$ cat config.mk
export PLATFORM = sky130hd
export DESIGN_NAME = aur_ll_tx_framer_flat
export DESIGN_NICKNAME = d
export VERILOG_FILES = /design/src/rtl/aur_ll_tx_framer_if.sv /design/src/rtl/aur_ll_tx_framer.sv /design/src/flat_wrapper.sv
export SDC_FILE = /design/constraint.sdc
export NUM_CORES = 1
export LEC_CHECK = 0
export CAP_MARGIN = 20
export CORE_ASPECT_RATIO = 1.1
export CORE_MARGIN = 1
export CORE_UTILIZATION = 53
export DETAILED_ROUTE_END_ITERATION = 8
export PLACE_DENSITY = 0.8
export SLEW_MARGIN = 20
export SYNTH_ARGS = -nofsm -noshare
export SYNTH_HDL_FRONTEND = slang
export SYNTH_SLANG_ARGS = --single-unit
$ cat constraint.sdc
create_clock -name clk -period 3.96 [get_ports clk]
set_clock_uncertainty 0.2 [all_clocks]
set_input_delay 0.792 -clock clk [delete_from_list [all_inputs] [get_ports clk]]
set_output_delay 0.792 -clock clk [all_outputs]
set_load 0.02 [all_outputs]
$ cat src/rtl/aur_ll_tx_framer_if.sv
// Interfaces for aur_ll_tx_framer: the NetFPGA 64-bit datapath input bus and the
// Aurora LocalLink TX bus. "master" drives the data, "slave" returns the ready.
interface aur_ll_tx_dp_if #(
  parameter int DATA_WIDTH = 64,
  parameter int CTRL_WIDTH = DATA_WIDTH / 8
);
  logic [DATA_WIDTH-1:0] in_data;
  logic [CTRL_WIDTH-1:0] in_ctrl;
  logic                  in_wr;
  logic                  in_rdy;

  modport master (output in_data, output in_ctrl, output in_wr, input in_rdy);
  modport slave  (input in_data, input in_ctrl, input in_wr, output in_rdy);
endinterface

interface aur_ll_tx_framer_if;
  logic [0:15] tx_d;
  logic        tx_rem;
  logic        tx_src_rdy_n;
  logic        tx_sof_n;
  logic        tx_eof_n;
  logic        tx_dst_rdy_n;

  modport master (output tx_d, output tx_rem, output tx_src_rdy_n, output tx_sof_n,
                  output tx_eof_n, input tx_dst_rdy_n);
  modport slave  (input tx_d, input tx_rem, input tx_src_rdy_n, input tx_sof_n,
                  input tx_eof_n, output tx_dst_rdy_n);
endinterface

$ cat src/rtl/aur_ll_tx_framer.sv
// NetFPGA 64-bit datapath to 16-bit Aurora LocalLink TX framer.
// Define AUR_TX_STATS_EN to build the tx_frame_cnt / tx_abort_cnt counters.
module aur_ll_tx_framer #(
  parameter int                   DATA_WIDTH = 64,
  parameter int                   CTRL_WIDTH = DATA_WIDTH / 8,
  parameter logic [CTRL_WIDTH-1:0] HDR_CTRL  = 8'hFF
) (
  input  logic                      clk,
  input  logic                      reset_n,
  input  logic                      channel_up,
  aur_ll_tx_dp_if.slave             dp,
  aur_ll_tx_framer_if.master        ll,
  output logic [15:0]               tx_frame_cnt,
  output logic [15:0]               tx_abort_cnt
);

  localparam int WORD_W = DATA_WIDTH + CTRL_WIDTH;

  localparam logic [1:0] ST_IDLE = 2'd0;
  localparam logic [1:0] ST_SEND = 2'd1;
  localparam logic [1:0] ST_DROP = 2'd2;

  logic [WORD_W-1:0]     mem [2];
  logic                  wr_ptr, rd_ptr;
  logic [1:0]            count, count_nx;
  logic                  in_rdy_q;
  logic                  push, pop;

  logic [WORD_W-1:0]     head;
  logic [DATA_WIDTH-1:0] head_data;
  logic [CTRL_WIDTH-1:0] head_ctrl;
  logic                  head_valid, is_hdr, is_end;
  logic [3:0]            end_bytes;
  logic [1:0]            last_beat;

  logic [1:0]            state, state_nx;
  logic [1:0]            beat, beat_nx;
  logic                  sof_pend, sof_pend_nx;
  logic                  active, xfer, last, sof;
  logic [15:0]           lane;

  assign head       = mem[rd_ptr];
  assign head_data  = head[DATA_WIDTH-1:0];
  assign head_ctrl  = head[WORD_W-1:DATA_WIDTH];
  assign head_valid = (count != 2'd0);
  assign is_hdr     = (head_ctrl == HDR_CTRL);
  assign is_end     = (head_ctrl != '0) && !is_hdr;

  assign push      = dp.in_wr && in_rdy_q;
  assign count_nx  = count + {1'b0, push} - {1'b0, pop};
  assign dp.in_rdy = in_rdy_q;

  always_ff @(posedge clk or negedge reset_n) begin
    if (!reset_n) begin
      mem[0]   <= '0;
      mem[1]   <= '0;
      wr_ptr   <= 1'b0;
      rd_ptr   <= 1'b0;
      count    <= 2'd0;
      in_rdy_q <= 1'b0;
    end else begin
      if (push) begin
        mem[wr_ptr] <= {dp.in_ctrl, dp.in_data};
        wr_ptr      <= ~wr_ptr;
      end
      if (pop) rd_ptr <= ~rd_ptr;
      count    <= count_nx;
      in_rdy_q <= (count_nx != 2'd2);
    end
  end

  // The lowest set ctrl bit marks the last valid byte; scanning high-to-low lets it win.
  always_comb begin
    end_bytes = 4'd8;
    for (int i = CTRL_WIDTH - 1; i >= 0; i--) begin
      if (head_ctrl[i]) end_bytes = 4'(CTRL_WIDTH - i);
    end
    last_beat = is_end ? 2'((end_bytes - 4'd1) >> 1) : 2'd3;
  end

  always_comb begin
    case (beat)
      2'd0:    lane = head_data[63:48];
      2'd1:    lane = head_data[47:32];
      2'd2:    lane = head_data[31:16];
      default: lane = head_data[15:0];
    endcase
  end

  // IDLE presents beat 0 directly so a buffered frame starts the cycle after the last EOF.
  assign active = head_valid && channel_up &&
                  ((state == ST_SEND) || ((state == ST_IDLE) && !is_hdr));
  assign xfer   = active && !ll.tx_dst_rdy_n;
  assign last   = (beat == last_beat);
  assign sof    = sof_pend || (state == ST_IDLE);

  always_comb begin
    state_nx    = state;
    beat_nx     = beat;
    sof_pend_nx = sof_pend;
    pop         = 1'b0;
    case (state)
      ST_IDLE: begin
        if (head_valid) begin
          if (is_hdr) begin
            pop = 1'b1;
          end else if (!channel_up) begin
            pop = 1'b1;
            if (!is_end) state_nx = ST_DROP;
          end else begin
            state_nx    = ST_SEND;
            beat_nx     = 2'd0;
            sof_pend_nx = 1'b1;
          end
        end
      end
      ST_SEND: begin
        if (!channel_up) begin
          beat_nx     = 2'd0;
          sof_pend_nx = 1'b0;
          state_nx    = ST_DROP;
          if (head_valid) begin
            pop = 1'b1;
            if (is_end) state_nx = ST_IDLE;
          end
        end
      end
      ST_DROP: begin
        if (head_valid) begin
          pop = 1'b1;
          if (is_end) state_nx = ST_IDLE;
        end
      end
      default: state_nx = ST_IDLE;
    endcase
    if (xfer) begin
      sof_pend_nx = 1'b0;
      if (last) begin
        pop     = 1'b1;
        beat_nx = 2'd0;
        if (is_end) state_nx = ST_IDLE;
      end else begin
        beat_nx = beat + 2'd1;
      end
    end
  end

  always_ff @(posedge clk or negedge reset_n) begin
    if (!reset_n) begin
      state    <= ST_IDLE;
      beat     <= 2'd0;
      sof_pend <= 1'b0;
    end else begin
      state    <= state_nx;
      beat     <= beat_nx;
      sof_pend <= sof_pend_nx;
    end
  end

  assign ll.tx_src_rdy_n = !active;
  assign ll.tx_d         = active ? lane : 16'h0000;
  assign ll.tx_sof_n     = !(active && sof);
  assign ll.tx_eof_n     = !(active && is_end && last);
  assign ll.tx_rem       = active && is_end && last && !end_bytes[0];

`ifdef AUR_TX_STATS_EN
  logic frame_done, abort;
  assign frame_done = xfer && last && is_end;
  assign abort      = (state == ST_SEND) && !channel_up;

  always_ff @(posedge clk or negedge reset_n) begin
    if (!reset_n) begin
      tx_frame_cnt <= 16'd0;
      tx_abort_cnt <= 16'd0;
    end else begin
      if (frame_done) tx_frame_cnt <= tx_frame_cnt + 16'd1;
      if (abort)      tx_abort_cnt <= tx_abort_cnt + 16'd1;
    end
  end
`else
  assign tx_frame_cnt = 16'd0;
  assign tx_abort_cnt = 16'd0;
`endif

endmodule

$ cat src/flat_wrapper.sv
// flat-port wrapper written by rule: the top's interface ports become plain ports
module aur_ll_tx_framer_flat 
#(
  parameter int                   DATA_WIDTH = 64,
  parameter int                   CTRL_WIDTH = DATA_WIDTH / 8,
  parameter logic [CTRL_WIDTH-1:0] HDR_CTRL  = 8'hFF
)
  (clk, reset_n, channel_up, tx_frame_cnt, tx_abort_cnt, dp_in_data, dp_in_ctrl, dp_in_wr, dp_in_rdy, ll_tx_d, ll_tx_rem, ll_tx_src_rdy_n, ll_tx_sof_n, ll_tx_eof_n, ll_tx_dst_rdy_n);
  aur_ll_tx_dp_if #(.DATA_WIDTH(DATA_WIDTH), .CTRL_WIDTH(CTRL_WIDTH)) dp_i ();
  aur_ll_tx_framer_if ll_i ();
  input  logic clk;
  input  logic reset_n;
  input  logic channel_up;
  output logic [15:0] tx_frame_cnt;
  output logic [15:0] tx_abort_cnt;
  input wire logic [$bits(dp_i.in_data)-1:0] dp_in_data;
  input wire logic [$bits(dp_i.in_ctrl)-1:0] dp_in_ctrl;
  input wire logic [$bits(dp_i.in_wr)-1:0] dp_in_wr;
  output wire logic [$bits(dp_i.in_rdy)-1:0] dp_in_rdy;
  output wire logic [$bits(ll_i.tx_d)-1:0] ll_tx_d;
  output wire logic [$bits(ll_i.tx_rem)-1:0] ll_tx_rem;
  output wire logic [$bits(ll_i.tx_src_rdy_n)-1:0] ll_tx_src_rdy_n;
  output wire logic [$bits(ll_i.tx_sof_n)-1:0] ll_tx_sof_n;
  output wire logic [$bits(ll_i.tx_eof_n)-1:0] ll_tx_eof_n;
  input wire logic [$bits(ll_i.tx_dst_rdy_n)-1:0] ll_tx_dst_rdy_n;
  assign dp_i.in_data = dp_in_data;
  assign dp_i.in_ctrl = dp_in_ctrl;
  assign dp_i.in_wr = dp_in_wr;
  assign dp_in_rdy = dp_i.in_rdy;
  assign ll_tx_d = ll_i.tx_d;
  assign ll_tx_rem = ll_i.tx_rem;
  assign ll_tx_src_rdy_n = ll_i.tx_src_rdy_n;
  assign ll_tx_sof_n = ll_i.tx_sof_n;
  assign ll_tx_eof_n = ll_i.tx_eof_n;
  assign ll_i.tx_dst_rdy_n = ll_tx_dst_rdy_n;
  aur_ll_tx_framer #(.DATA_WIDTH(DATA_WIDTH), .CTRL_WIDTH(CTRL_WIDTH), .HDR_CTRL(HDR_CTRL)) u_core (.clk(clk), .reset_n(reset_n), .channel_up(channel_up), .dp(dp_i), .ll(ll_i), .tx_frame_cnt(tx_frame_cnt), .tx_abort_cnt(tx_abort_cnt));
endmodule
# Word-level counts from Yosys, hierarchy flattened
# Cells that the tools add are included.
dict set report totals {
  ff_bits 154
}
dict set report classes {
  add_sub_neg 4
  n_eq_ne 11
  mux 51
  bitwise_logic 4
  reduce_logical 25
  magnitude_cmp 3
}
# cell n
set op_table {}
lappend op_table {{72-bit 2-to-1 mux} 4}
lappend op_table {{144-bit bitwise mux} 1}
lappend op_table {{72-bit demux with 1-bit select} 1}
lappend op_table {{16-bit case mux with 3 select lines} 1}
lappend op_table {{2-bit 2-to-1 mux} 19}
lappend op_table {{3-bit 2-to-1 mux} 7}
lappend op_table {{16-bit 2-to-1 mux} 1}
lappend op_table {{1-bit 2-to-1 mux} 13}
lappend op_table {{1-bit logical AND} 11}
lappend op_table {{8-bit equality test, second input constant} 1}
lappend op_table {{8-bit nonzero test} 1}
lappend op_table {{1-bit zero test} 6}
lappend op_table {{3-bit by 2-bit != test with 1-bit output, second input constant} 2}
lappend op_table {{2-bit case mux with 3 select lines} 1}
lappend op_table {{5-bit AND reduction} 1}
lappend op_table {{2-bit by 1-bit equality test with 1-bit output, second input constant} 2}
lappend op_table {{2-bit equality test, second input constant} 2}
lappend op_table {{2-bit greater-or-equal comparator, second input constant} 2}
lappend op_table {{2-bit zero test} 2}
lappend op_table {{1-bit inverter with 2-bit output} 2}
lappend op_table {{2-bit case mux with 2 select lines} 1}
lappend op_table {{3-bit by 1-bit != test with 1-bit output, second input constant} 1}
lappend op_table {{3-bit != test, second input constant} 1}
lappend op_table {{1-bit case mux with 3 select lines} 1}
lappend op_table {{12 further kinds} 14}

# Logic depth before layout (Yosys ltp)
# Gate-level depths: netlist (run 1).
dict set report logic_depth {
  word_depth 19
  mapped_depth 16
}

# Worst setup path after synthesis (run 1)
# OpenSTA, ideal clock, no wires.
dict set report synth_timing {
  kind {register to register}
  startpoint {register u_core.rd_ptr}
  endpoint {register u_core.in_rdy_q, in the netlist u_core.dp.in_rdy}
  arrival_time_ps 3209
  path_buffers 3
  setup_time_ps 123
  period_less_slack_ps 3532
  required_time_ps 3637
  stages_incl_launch_ff 15
  setup_slack_ps 428
  cell_sequence {dfrtp_1 > buf_6 > buf_6 > buf_1 > o32a_1 > ha_1 > nor3b_2 > xnor2_1 > o41ai_2 > ha_1 > inv_1 > ha_1 > xnor2_1 > xnor2_1 > nand2b_1}
}
dict set report synth_via {
  elab_chain_len 19
  elab_cells_between_ends 30
  cone_classes {2 x add/sub; 3 x eq/ne; 17 x mux; 1 x bitwise; 7 x reduce/logical}
}
# item line
set synth_rtl {}
lappend synth_rtl {{start: declaration} aur_ll_tx_framer.sv:24} ;# logic wr_ptr, rd_ptr;
lappend synth_rtl {{start signal: assignment} aur_ll_tx_framer.sv:66} ;# if (pop) rd_ptr <= ~rd_ptr;
lappend synth_rtl {{1-bit inverter with 2-bit output (not written as such) *} aur_ll_tx_framer.sv:42} ;# assign head = mem[rd_ptr];
lappend synth_rtl {{72-bit 2-to-1 mux (not written as such) * (3 in a row)} aur_ll_tx_framer.sv:42}
lappend synth_rtl {{1-bit 2-to-1 mux} aur_ll_tx_framer.sv:76} ;# if (head_ctrl[i]) end_bytes = 4'(CTRL_WIDTH - i);
lappend synth_rtl {{3-bit 2-to-1 mux (7 in a row)} aur_ll_tx_framer.sv:76}
lappend synth_rtl {{3-bit by 1-bit subtractor with 3-bit output} aur_ll_tx_framer.sv:78} ;# last_beat = is_end ? 2'((end_bytes - 4'd1) >> 1) : 2'd3;
lappend synth_rtl {{2-bit 2-to-1 mux} aur_ll_tx_framer.sv:78}
lappend synth_rtl {{2-bit equality test} aur_ll_tx_framer.sv:94} ;# assign last = (beat == last_beat);
lappend synth_rtl {{1-bit 2-to-1 mux} aur_ll_tx_framer.sv:138} ;# if (last) begin
lappend synth_rtl {{1-bit 2-to-1 mux *} aur_ll_tx_framer.sv:136} ;# if (xfer) begin
lappend synth_rtl {{via u_core.pop} aur_ll_tx_framer.sv:27} ;# logic push, pop;
lappend synth_rtl {{2-bit by 1-bit subtractor with 2-bit output *} aur_ll_tx_framer.sv:50} ;# assign count_nx = count + {1'b0, push} - {1'b0, pop};
lappend synth_rtl {{via u_core.count_nx[1]} aur_ll_tx_framer.sv:25} ;# logic [1:0] count, count_nx;
lappend synth_rtl {{2-bit != test *} aur_ll_tx_framer.sv:68} ;# in_rdy_q <= (count_nx != 2'd2);
lappend synth_rtl {{end signal: assignment} aur_ll_tx_framer.sv:68}
lappend synth_rtl {{end: declaration} aur_ll_tx_framer.sv:26} ;# logic in_rdy_q;
# The timed path passes the listed nets; every way through them passes the cells marked *. The select of a mux whose other input is x is not followed.
# A chain may end at the register's enable or synchronous reset.

# Worst setup path after layout (run 1)
dict set report layout_timing {
  startpoint {register u_core.beat[1]}
  endpoint {output ll_tx_d[5]}
}
dict set report layout_via {
  elab_chain_len 3
  elab_cells_between_ends 5
  cone_classes {2 x eq/ne; 2 x mux; 1 x reduce/logical}
}
# item line
set layout_rtl {}
lappend layout_rtl {{start: declaration} aur_ll_tx_framer.sv:37} ;# logic [1:0] beat, beat_nx;
lappend layout_rtl {{start signal: assignment} aur_ll_tx_framer.sv:155} ;# beat <= beat_nx;
lappend layout_rtl {{2-bit equality test, or another cell as far along} aur_ll_tx_framer.sv:82} ;# case (beat)
lappend layout_rtl {{16-bit case mux with 3 select lines *} aur_ll_tx_framer.sv:82}
lappend layout_rtl {{16-bit 2-to-1 mux *} aur_ll_tx_framer.sv:161} ;# assign ll.tx_d = active ? lane : 16'h0000;
lappend layout_rtl {{end: declaration} flat_wrapper.sv:20} ;# output wire logic [$bits(ll_i.tx_d)-1:0] ll_tx_d;
# Every way passes the cells marked *; elsewhere a longest branch is shown, timed or not.

==> results.txt, run 1 <==
Port Buffers - 97
DRT antenna net count - 0
Final core utilization - 66.4%
Rel. slew slack - 34.9%
Overall routed net length - 16.3 mm
Slew @ Worst Pin - 0.976 ns
Critical Path Sink - ll_tx_d[5]
Non-filler cells, final - 862
Syn-to-layout area delta - 22.5%
Die width - 115 um
Gate power share - 44.7%
Detailed Place HPWL - 10.6 mm
Register bit total from synthesis - 154
Fin Hold WS - 0.300 ns
Top cells by count, synth - 154 x dfrtp_1, 145 x mux2_2, 45 x inv_1, 32 x a222oi_1, 32 x buf_4
Die area - 0.0146 mm^2
Gate Count Post-Synth - 562
H-Tree Depth - 4
Antenna Cells - 0
Net Switching - 2730 uW
Max clock buf depth - 2
PD cells - 880 mW/mm^2
Unrepaired setup endpoints after global routing - false
Ys flop type - dfrtp_1
VDD IR max - 0.418 mV
Count leader, synth - dfrtp_1
Gr ovfl total - 0
Largest net degree at the start of global routing - 109
GRT Util Overall - 24.1%
Synth top area share - 51.6%
Max-cap viol count - 0
DRT iter0 DRCs - 437
Worst Reg-to-Reg Cells - 14
Vias/cell - 5.77
Clk root buf - clkbuf_16
Post-synthesis area per instance - 13.3 um^2
Worst hold path class - flop to flop
Slew Limit Fails - 0
LEAKAGE - 0.00397 uW
Number of cell rows - 45
Setup TNS - 0 ns
CTS sink cnt - 154
Internal power - 5330 uW
EDFF count, synth - 0
Achievable clock frequency - 261 MHz
CTS tree - built
Die H - 127 um
Drt drc - 0
Clock Latency Late Sink - 0.42 ns
Post-synthesis async set-or-reset flop share - 100%
Clock Power Share - 19.1%
Crit-path slowest cell - clkdlybuf4s50_1
Final-report hold violation count - 0
Status - complete, no violations
Vias in the first global route - 5158
Clock Pin Slew Worst Setup and Hold Paths - 0.06 ns
Via count - 4978
Worst Setup End Kind - output port
WL/cell - 18.9 um
Initial antenna violation count - 0
Synth area leader - dfrtp_1
Crit share post-route - 96.6%
Max incr delay on CP - 0.61 ns
Initial Util - 54.2%
Share of power burned in registers - 36.3%
Sequential area share after synthesis - 51.6%
First-pass GRT wire length - 26.2 mm
Yosys warnings - 0
Crit path DAT - 2.83 ns
I/O pin count - 130
Power Total - 8060 uW
CP max FO - 24
Placed cells - 829
Detailed Routing Iterations Pass 1 - 7
Worst-path cell chain - inv_2, ha_1, buf_8, a222oi_1, mux4_2, nor2_1, clkdlybuf4s50_1
# setup viols final - 0
CORE AREA - 0.0138 mm^2
Post-synth cell types - 49
Nature of the critical path startpoint - flop
Min Tclk post-route - 3.83 ns
Critical path class - flop to output port
CTS buffer count - 17
Worst setup startpoint - u_core.beat[1]$_DFFE_PN0P_
Top post-synthesis cells by area - dfrtp_1 52%, mux2_2 22%, mux4_2 4.8%
Net Sw Frac - 33.9%
R2R Setup Slk - 0.48 ns
Crit Reg-Reg Endpoint - u_core.dp.in_rdy$_DFF_PN0_
Share of cells above drive strength 1 - 33.1%
Worst r2r src - u_core.rd_ptr$_DFFE_PN0P_
Routability congestion estimate - 0.900
Nets - 747
Mapped Area - 0.00747 mm^2
WP data required - 2.97 ns
## how the worst min path moves through the flow
stage	from	depth (start not counted)	slack (ns)	to
2_1_floorplan	u_core.wr_ptr$_DFFE_PN0P_	1	0.25	u_core.wr_ptr$_DFFE_PN0P_
3_3_place_gp	u_core.sof_pend$_DFFE_PN0P_	1	0.28	u_core.sof_pend$_DFFE_PN0P_
3_5_place_dp	u_core.count[1]$_DFF_PN0_	1	0.29	u_core.count[1]$_DFF_PN0_
4_1_cts	u_core.count[1]$_DFF_PN0_	1	0.30	u_core.count[1]$_DFF_PN0_
5_1_grt	u_core.mem[85]$_DFFE_PN0P_	1	0.31	u_core.mem[85]$_DFFE_PN0P_
6_report	u_core.count[1]$_DFF_PN0_	1	0.30	u_core.count[1]$_DFF_PN0_
## power by group through the flow
stage	registers [uW]	clock network, uW	logic [uW]
2_1_floorplan	2740	0	2710
3_3_place_gp	2880	0	3440
3_5_place_dp	2930	0	3560
4_1_cts	2900	1560	3600
5_1_grt	3010	1630	3890
6_report	2920	1540	3600
## layout make-up
type / instances / area, um^2
Clock buffer: 21 / 450
Timing Repair Buffer: 115 / 1140
Multi-Input combinational cell: 330 / 3210
Clock inverter: 9 / 100
Inverter: 45 / 169
Sequential cell: 154 / 3850
Tap cell: 188 / 235
Fill cell: 1022 / 4640
## cell usage in the layout (no fill, tap or decap), drive strengths merged, types with 2 or more instances in the layout
master / instances
dfrtp: 154
mux2: 145
clkdlybuf4s50: 93
inv: 45
a222oi: 32
conb: 32
nor2: 22
clkbuf: 22
buf: 19
mux4: 16
a21oi: 10
nor3: 8
ha: 7
clkinv: 5
nand3: 4
xnor2: 4
nand2b: 4
o21ai: 4
o21bai: 3
nor2b: 3
and3: 3
xor2: 3
nand2: 3
nor3b: 3
o32a: 2
and2: 2
o21a: 2
nand4: 2
a32o: 2
clkinvlp: 2
bufinv: 2
dlygate4sd2: 2
## cell families after synthesis
| logic type | synth area share (%) |
|---|---|
| AOI/OAI and AO/OA | 7.53 |
| xor gates and xnor gates | 1.12 |
| adders and majority gates | 1.17 |
| buffers and inverters | 7.31 |
| DFF | 51.6 |
| muxes | 26.8 |
| other | 0.0502 |
| and+or+nand+nor | 4.45 |
## state kept, by name, summed over array words and instances (netlist names)
| name | cells |
|---|---|
| u_core.dp.in_rdy | 1 |
| u_core.beat | 2 |
| u_core.mem | 144 |
| u_core.count | 2 |
| u_core.state | 2 |
| u_core.wr_ptr | 1 |
| u_core.sof_pend | 1 |
| u_core.rd_ptr | 1 |
## what timing repair did
item | 4_1_cts | 5_1_grt
setup buffers | 3 | 0
hold endpoints to repair | 0 | 0
gates cloned | 0 | 0
setup endpoints to repair | 8 | 17
resized for setup | 4 | 8
hold buffers | 0 | 0
pin swaps | 0 | 0
## critical path: cells and delay by family (launching register included)
kind | cells | cell delay [ns]
compound gates | 1 | 0.13
fa+ha+maj | 1 | 0.22
buf+inv | 3 | 0.97
flops | 1 | 0.48
mux | 1 | 0.51
simple gates | 1 | 0.11
## metrics by stage
stage | setup WS (ns) | instance area, um^2
detailed placement | 0.239 | 8570
global placement | 0.309 | 8570
floorplan | 0.428 | 7590
finish | 0.135 | 9160
global route | 0.0158 | 9160
CTS | 0.0197 | 9150
## layer usage
metal | GRT usage [%] | wire length, um | up-vias
li1 | - | - | 2190
met1 | 30.8 | 6750 | 2556
met2 | 39.9 | 8260 | 205
met3 | 5.45 | 972 | 27
met4 | 9.47 | 272 | 0
met5 | 0 | 0 | -
(Power assumes the default switching activity.)
==> run 2: changes to the inputs <==
- CTS_CLUSTER_SIZE: not set -> 14
- PLACE_DENSITY: 0.8 -> 0.87
==> results.txt, run 2 (synthesis gave the netlist of run 1 again) <==
Rel. slew slack - 31.1%
Max reg flops - 144
Final worst slack - 0.106 ns
DRT iter0 DRCs - 390
# fillers - 967
PD cells - 888 mW/mm^2
Final-report hold violation count - 0
Die area - 0.0146 mm^2
Detailed Routing Iterations Pass 1 - 7
Share of cells above drive strength 1 - 33.5%
Final Cell Area - 0.00920 mm^2
Gate power share - 44.5%
Status - complete, no violations
DRT antenna net count - 0
Initial Util - 54.2%
GRT Util Overall - 23.7%
# setup viols final - 0
Overall routed net length - 16.2 mm
CTS buffer count - 17
Slew @ Worst Pin - 1.03 ns
Largest net degree at the start of global routing - 101
Port Buffers - 97
CTS sink cnt - 154
Min Tclk post-route - 3.85 ns
Share of power burned in registers - 35.9%
Clock Power Share - 19.6%
Worst setup startpoint - channel_up
Crit share post-route - 97.3%
Cell Area, Placed - 0.00857 mm^2
Nature of the critical path startpoint - primary input
Net Switching - 2810 uW
Nets - 742
Worst r2r src - u_core.mem[142]$_DFFE_PN0P_
H-Tree Depth - 4
Vias in the first global route - 5128
CP max FO - 16
CORE AREA - 0.0138 mm^2
Internal power - 5350 uW
Initial antenna violation count - 0
Setup TNS - 0 ns
VDD IR max - 0.414 mV
Net Sw Frac - 34.4%
Crit path DAT - 2.86 ns
Gr ovfl total - 0
LEAKAGE - 0.00402 uW
First-pass GRT wire length - 26.0 mm
Antenna Cells - 0
Detailed Place HPWL - 10.4 mm
Achievable clock frequency - 259 MHz
Max-cap viol count - 0
Worst Setup End Kind - output port
Unrepaired setup endpoints after global routing - false
Drt drc - 0
Clk root buf - clkbuf_16
Worst hold path class - primary input to async pin
CTS tree - built
Die width - 115 um
Number of cell rows - 45
WL/cell - 18.8 um
WP data required - 2.97 ns
Post-place setup slack - 0.135 ns
Commonest non-fill, non-tap cell in the layout - dfrtp_1
I/O pin count - 130
Clock Latency Late Sink - 0.42 ns
Slew Limit Fails - 0
Largest Register - u_core.mem
Critical path class - primary input to output port
Vias/cell - 5.73
Routability congestion estimate - 0.874
Max clock buf depth - 2
Die H - 127 um
Clock Pin Slew Worst Setup and Hold Paths - 0.06 ns
Syn-to-layout area delta - 23.0%
Via count - 4924
Most frequent cells in the layout - 153 x dfrtp_1, 145 x mux2_2, 90 x clkdlybuf4s50_1
run 2: worst paths after layout:
check,cells past startpoint,to,slack (ns)
setup / recovery,6,ll_tx_d[11],0.11
hold / removal,1,u_core.mem[26]$_DFFE_PN0P_,0.24
setup reg to reg,15,u_core.dp.in_rdy$_DFF_PN0_,0.43
hold reg to reg,1,u_core.mem[77]$_DFFE_PN0P_,0.30
max in group asynchronous,2,u_core.mem[78]$_DFFE_PN0P_,2.47
min in group clk,1,u_core.mem[77]$_DFFE_PN0P_,0.30
run 2: area by class of cell:
class	instances	area (um^2)	share of cell area [%]
clock inverters	14	145	1.58
multi-input cells	330	3220	35.0
repair buffers	110	1130	12.3
inverters	45	169	1.84
clock buffers	18	439	4.77
well taps	188	235	2.56
flip-flops and latches	154	3850	41.9
run 2: worst max-delay path, cell delays in order:
cell             delay, ns
clkdlybuf4s50_1       0.55
nand2b_1              0.13
a211o_1               0.34
buf_4                 0.26
nor2_1                0.15
clkdlybuf4s50_1       0.63
run 2: metal layers:
layer  wire length, um  GRT usage, %
met4               407          9.24
met2              8050          39.5
met3               980          5.69
met1              6740          29.9
met5                 0             0
run 2: what timing repair did:
item | CTS | global route
endpoints found under the setup margin | 2 | 11
setup buffers | 2 | 0
gates resized for setup | 4 | 8
hold buffers | 0 | 0
endpoints found under the hold margin | 0 | 0
run 2: metrics by stage:
step | power, uW | cells | hold slack [ns] | utilization [%]
3_5_place_dp | 6530 | 825 | 0.293 | 62.1
3_3_place_gp | 6290 | 825 | 0.280 | 62.1
2_1_floorplan | 5460 | 593 | 0.254 | -
6_report | 8160 | 859 | 0.243 | 66.7
4_1_cts | 8190 | 859 | 0.292 | 66.6
5_1_grt | 8630 | 859 | 0.318 | 66.7
run 2: power groups by stage:
stage,clock network [uW],registers (uW),logic (uW)
global placement,0,2860,3430
detailed placement,0,2930,3590
finish,1600,2930,3640
floorplan,0,2740,2710
global route,1690,3020,3930
CTS,1620,2920,3660
==> run 3: changes to the inputs <==
- GPL_TIMING_DRIVEN: not set -> 0
==> results.txt, run 3 (synthesis gave the netlist of run 1 again) <==
DRT antenna net count - 0
Die area - 0.0146 mm^2
H-Tree Depth - 4
Vias/cell - 5.82
Gr ovfl total - 0
PD cells - 878 mW/mm^2
Worst path bufs/invs - 3
Achievable clock frequency - 256 MHz
Net Switching - 2990 uW
Setup TNS - 0 ns
Die H - 127 um
Initial Util - 54.2%
Overall routed net length - 19.2 mm
Detailed Routing Iterations Pass 1 - 6
Crit-path slowest cell - clkdlybuf4s50_1
Worst-path cell chain - inv_2, ha_2, clkbuf_4, a222oi_1, mux4_2, nor2_1, clkdlybuf4s50_1
GRT Util Overall - 28.1%
Crit share post-route - 98.6%
CTS buffer count - 17
CP delay by family, top - buffers and inverters
Max incr delay on CP - 0.61 ns
First-pass GRT wire length - 30.2 mm
DRT iter0 DRCs - 469
Share of power burned in registers - 35.4%
CORE AREA - 0.0138 mm^2
Min Tclk post-route - 3.90 ns
Initial antenna violation count - 0
Critical Path Sink - ll_tx_d[1]
Largest Register - u_core.mem
Clock Latency Late Sink - 0.43 ns
WL/cell - 21.1 um
Rel. slew slack - 45.0%
Detailed Place HPWL - 13.1 mm
VDD IR max - 0.456 mV
Share of cells above drive strength 1 - 35.8%
Worst hold path class - primary input to async pin
Gate power share - 46.1%
Crit path DAT - 2.91 ns
Crit Reg-Reg Endpoint - u_core.dp.in_rdy$_DFF_PN0_
WP data required - 2.97 ns
Clk root buf - clkbuf_16
CTS tree - built
# fillers - 936
Drt drc - 0
CTS sink cnt - 154
Final-report hold violation count - 0
Slew Limit Fails - 0
Critical path class - flop to output port
Worst r2r src - u_core.rd_ptr$_DFFE_PN0P_
Most frequent cells in the layout - 154 x dfrtp_1, 145 x mux2_2, 78 x clkdlybuf4s50_1
Port Buffers - 97
Slew @ Worst Pin - 0.825 ns
Nets - 794
CTS Hold Bufs - 0
Unrepaired setup endpoints after global routing - false
Placed cells - 879
Non-filler cells, final - 911
CP max FO - 10
Clock Power Share - 18.6%
Max clock buf depth - 2
Number of cell rows - 45
Nature of the critical path startpoint - flop
Net Sw Frac - 35.9%
Worst setup startpoint - u_core.beat[0]$_DFFE_PN0P_
# setup viols final - 0
Routability congestion estimate - 0.856
Stages on the worst setup path - 7
Commonest non-fill, non-tap cell in the layout - dfrtp_1
Status - complete, no violations
Clock Pin Slew Worst Setup and Hold Paths - 0.06 ns
Vias in the first global route - 5712
Antenna Cells - 0
Via count - 5305
Worst Reg-to-Reg Cells - 14
Worst Setup End Kind - output port
Max reg flops - 144
I/O pin count - 130
Max-cap viol count - 0
LEAKAGE - 0.00433 uW
Internal power - 5340 uW
Largest net degree at the start of global routing - 82
Die width - 115 um
R2R Setup Slk - 0.26 ns
Syn-to-layout area delta - 27.0%
## run 3: cell type report
| class | instances | area, um^2 | area share, % |
|---|---|---|---|
| Multi-Input combinational cell | 330 | 3230 | 34.0 |
| Inverter | 45 | 169 | 1.78 |
| Buffer | 63 | 425 | 4.48 |
| Clock buffer | 23 | 468 | 4.93 |
| Clock inverter | 9 | 88.8 | 0.936 |
| Tap cell | 188 | 235 | 2.48 |
| Sequential cell | 154 | 3850 | 40.6 |
| Timing Repair Buffer | 99 | 1030 | 10.8 |
## run 3: timing repair
item | CTS | global route
setup endpoints to repair | 23 | 15
pin swaps | 0 | 2
setup buffers | 0 | 1
cloned | 0 | 0
gates resized for setup | 39 | 22
## run 3: per-layer routing
metal	part of all wire (%)	GRT usage, %
met5	0	0
met4	3.4	15.1
met3	7.1	6.02
met2	52	47.9
met1	38	33.0
## run 3: per-stage QoR
| step | setup WS (ns) | hold WS, ns | utilization [%] | cell area (um^2) | power [uW] |
|---|---|---|---|---|---|
| 2_1_floorplan | 0.428 | 0.254 | - | 7590 | 5460 |
| 3_3_place_gp | -3.73 | 0.270 | 63.8 | 8800 | 6360 |
| 3_5_place_dp | -0.369 | 0.275 | 64.0 | 8830 | 6630 |
| 4_1_cts | 0.000765 | 0.145 | 68.4 | 9440 | 8260 |
| 5_1_grt | 0.00290 | 0.163 | 68.8 | 9490 | 8750 |
| 6_report | 0.0571 | 0.121 | 68.8 | 9490 | 8330 |
## run 3: worst min-delay path by stage
stage	from	end	slack [ns]	depth (start not counted)
floorplan	u_core.wr_ptr$_DFFE_PN0P_	u_core.wr_ptr$_DFFE_PN0P_	0.25	1
global placement	u_core.wr_ptr$_DFFE_PN0P_	u_core.wr_ptr$_DFFE_PN0P_	0.27	1
detailed placement	u_core.wr_ptr$_DFFE_PN0P_	u_core.wr_ptr$_DFFE_PN0P_	0.28	1
CTS	reset_n	u_core.mem[10]$_DFFE_PN0P_	0.15	1
global route	reset_n	u_core.mem[9]$_DFFE_PN0P_	0.16	1
finish	reset_n	u_core.mem[10]$_DFFE_PN0P_	0.12	1
## run 3: power groups by stage
| stage | clock network, uW | registers (uW) | logic [uW] |
|---|---|---|---|
| after global routing | 1620 | 3020 | 4110 |
| after detailed placement | 0 | 2920 | 3700 |
| final | 1550 | 2950 | 3840 |
| after floorplan | 0 | 2740 | 2710 |
| after global placement | 0 | 2850 | 3510 |
| after CTS | 1550 | 2920 | 3780 |
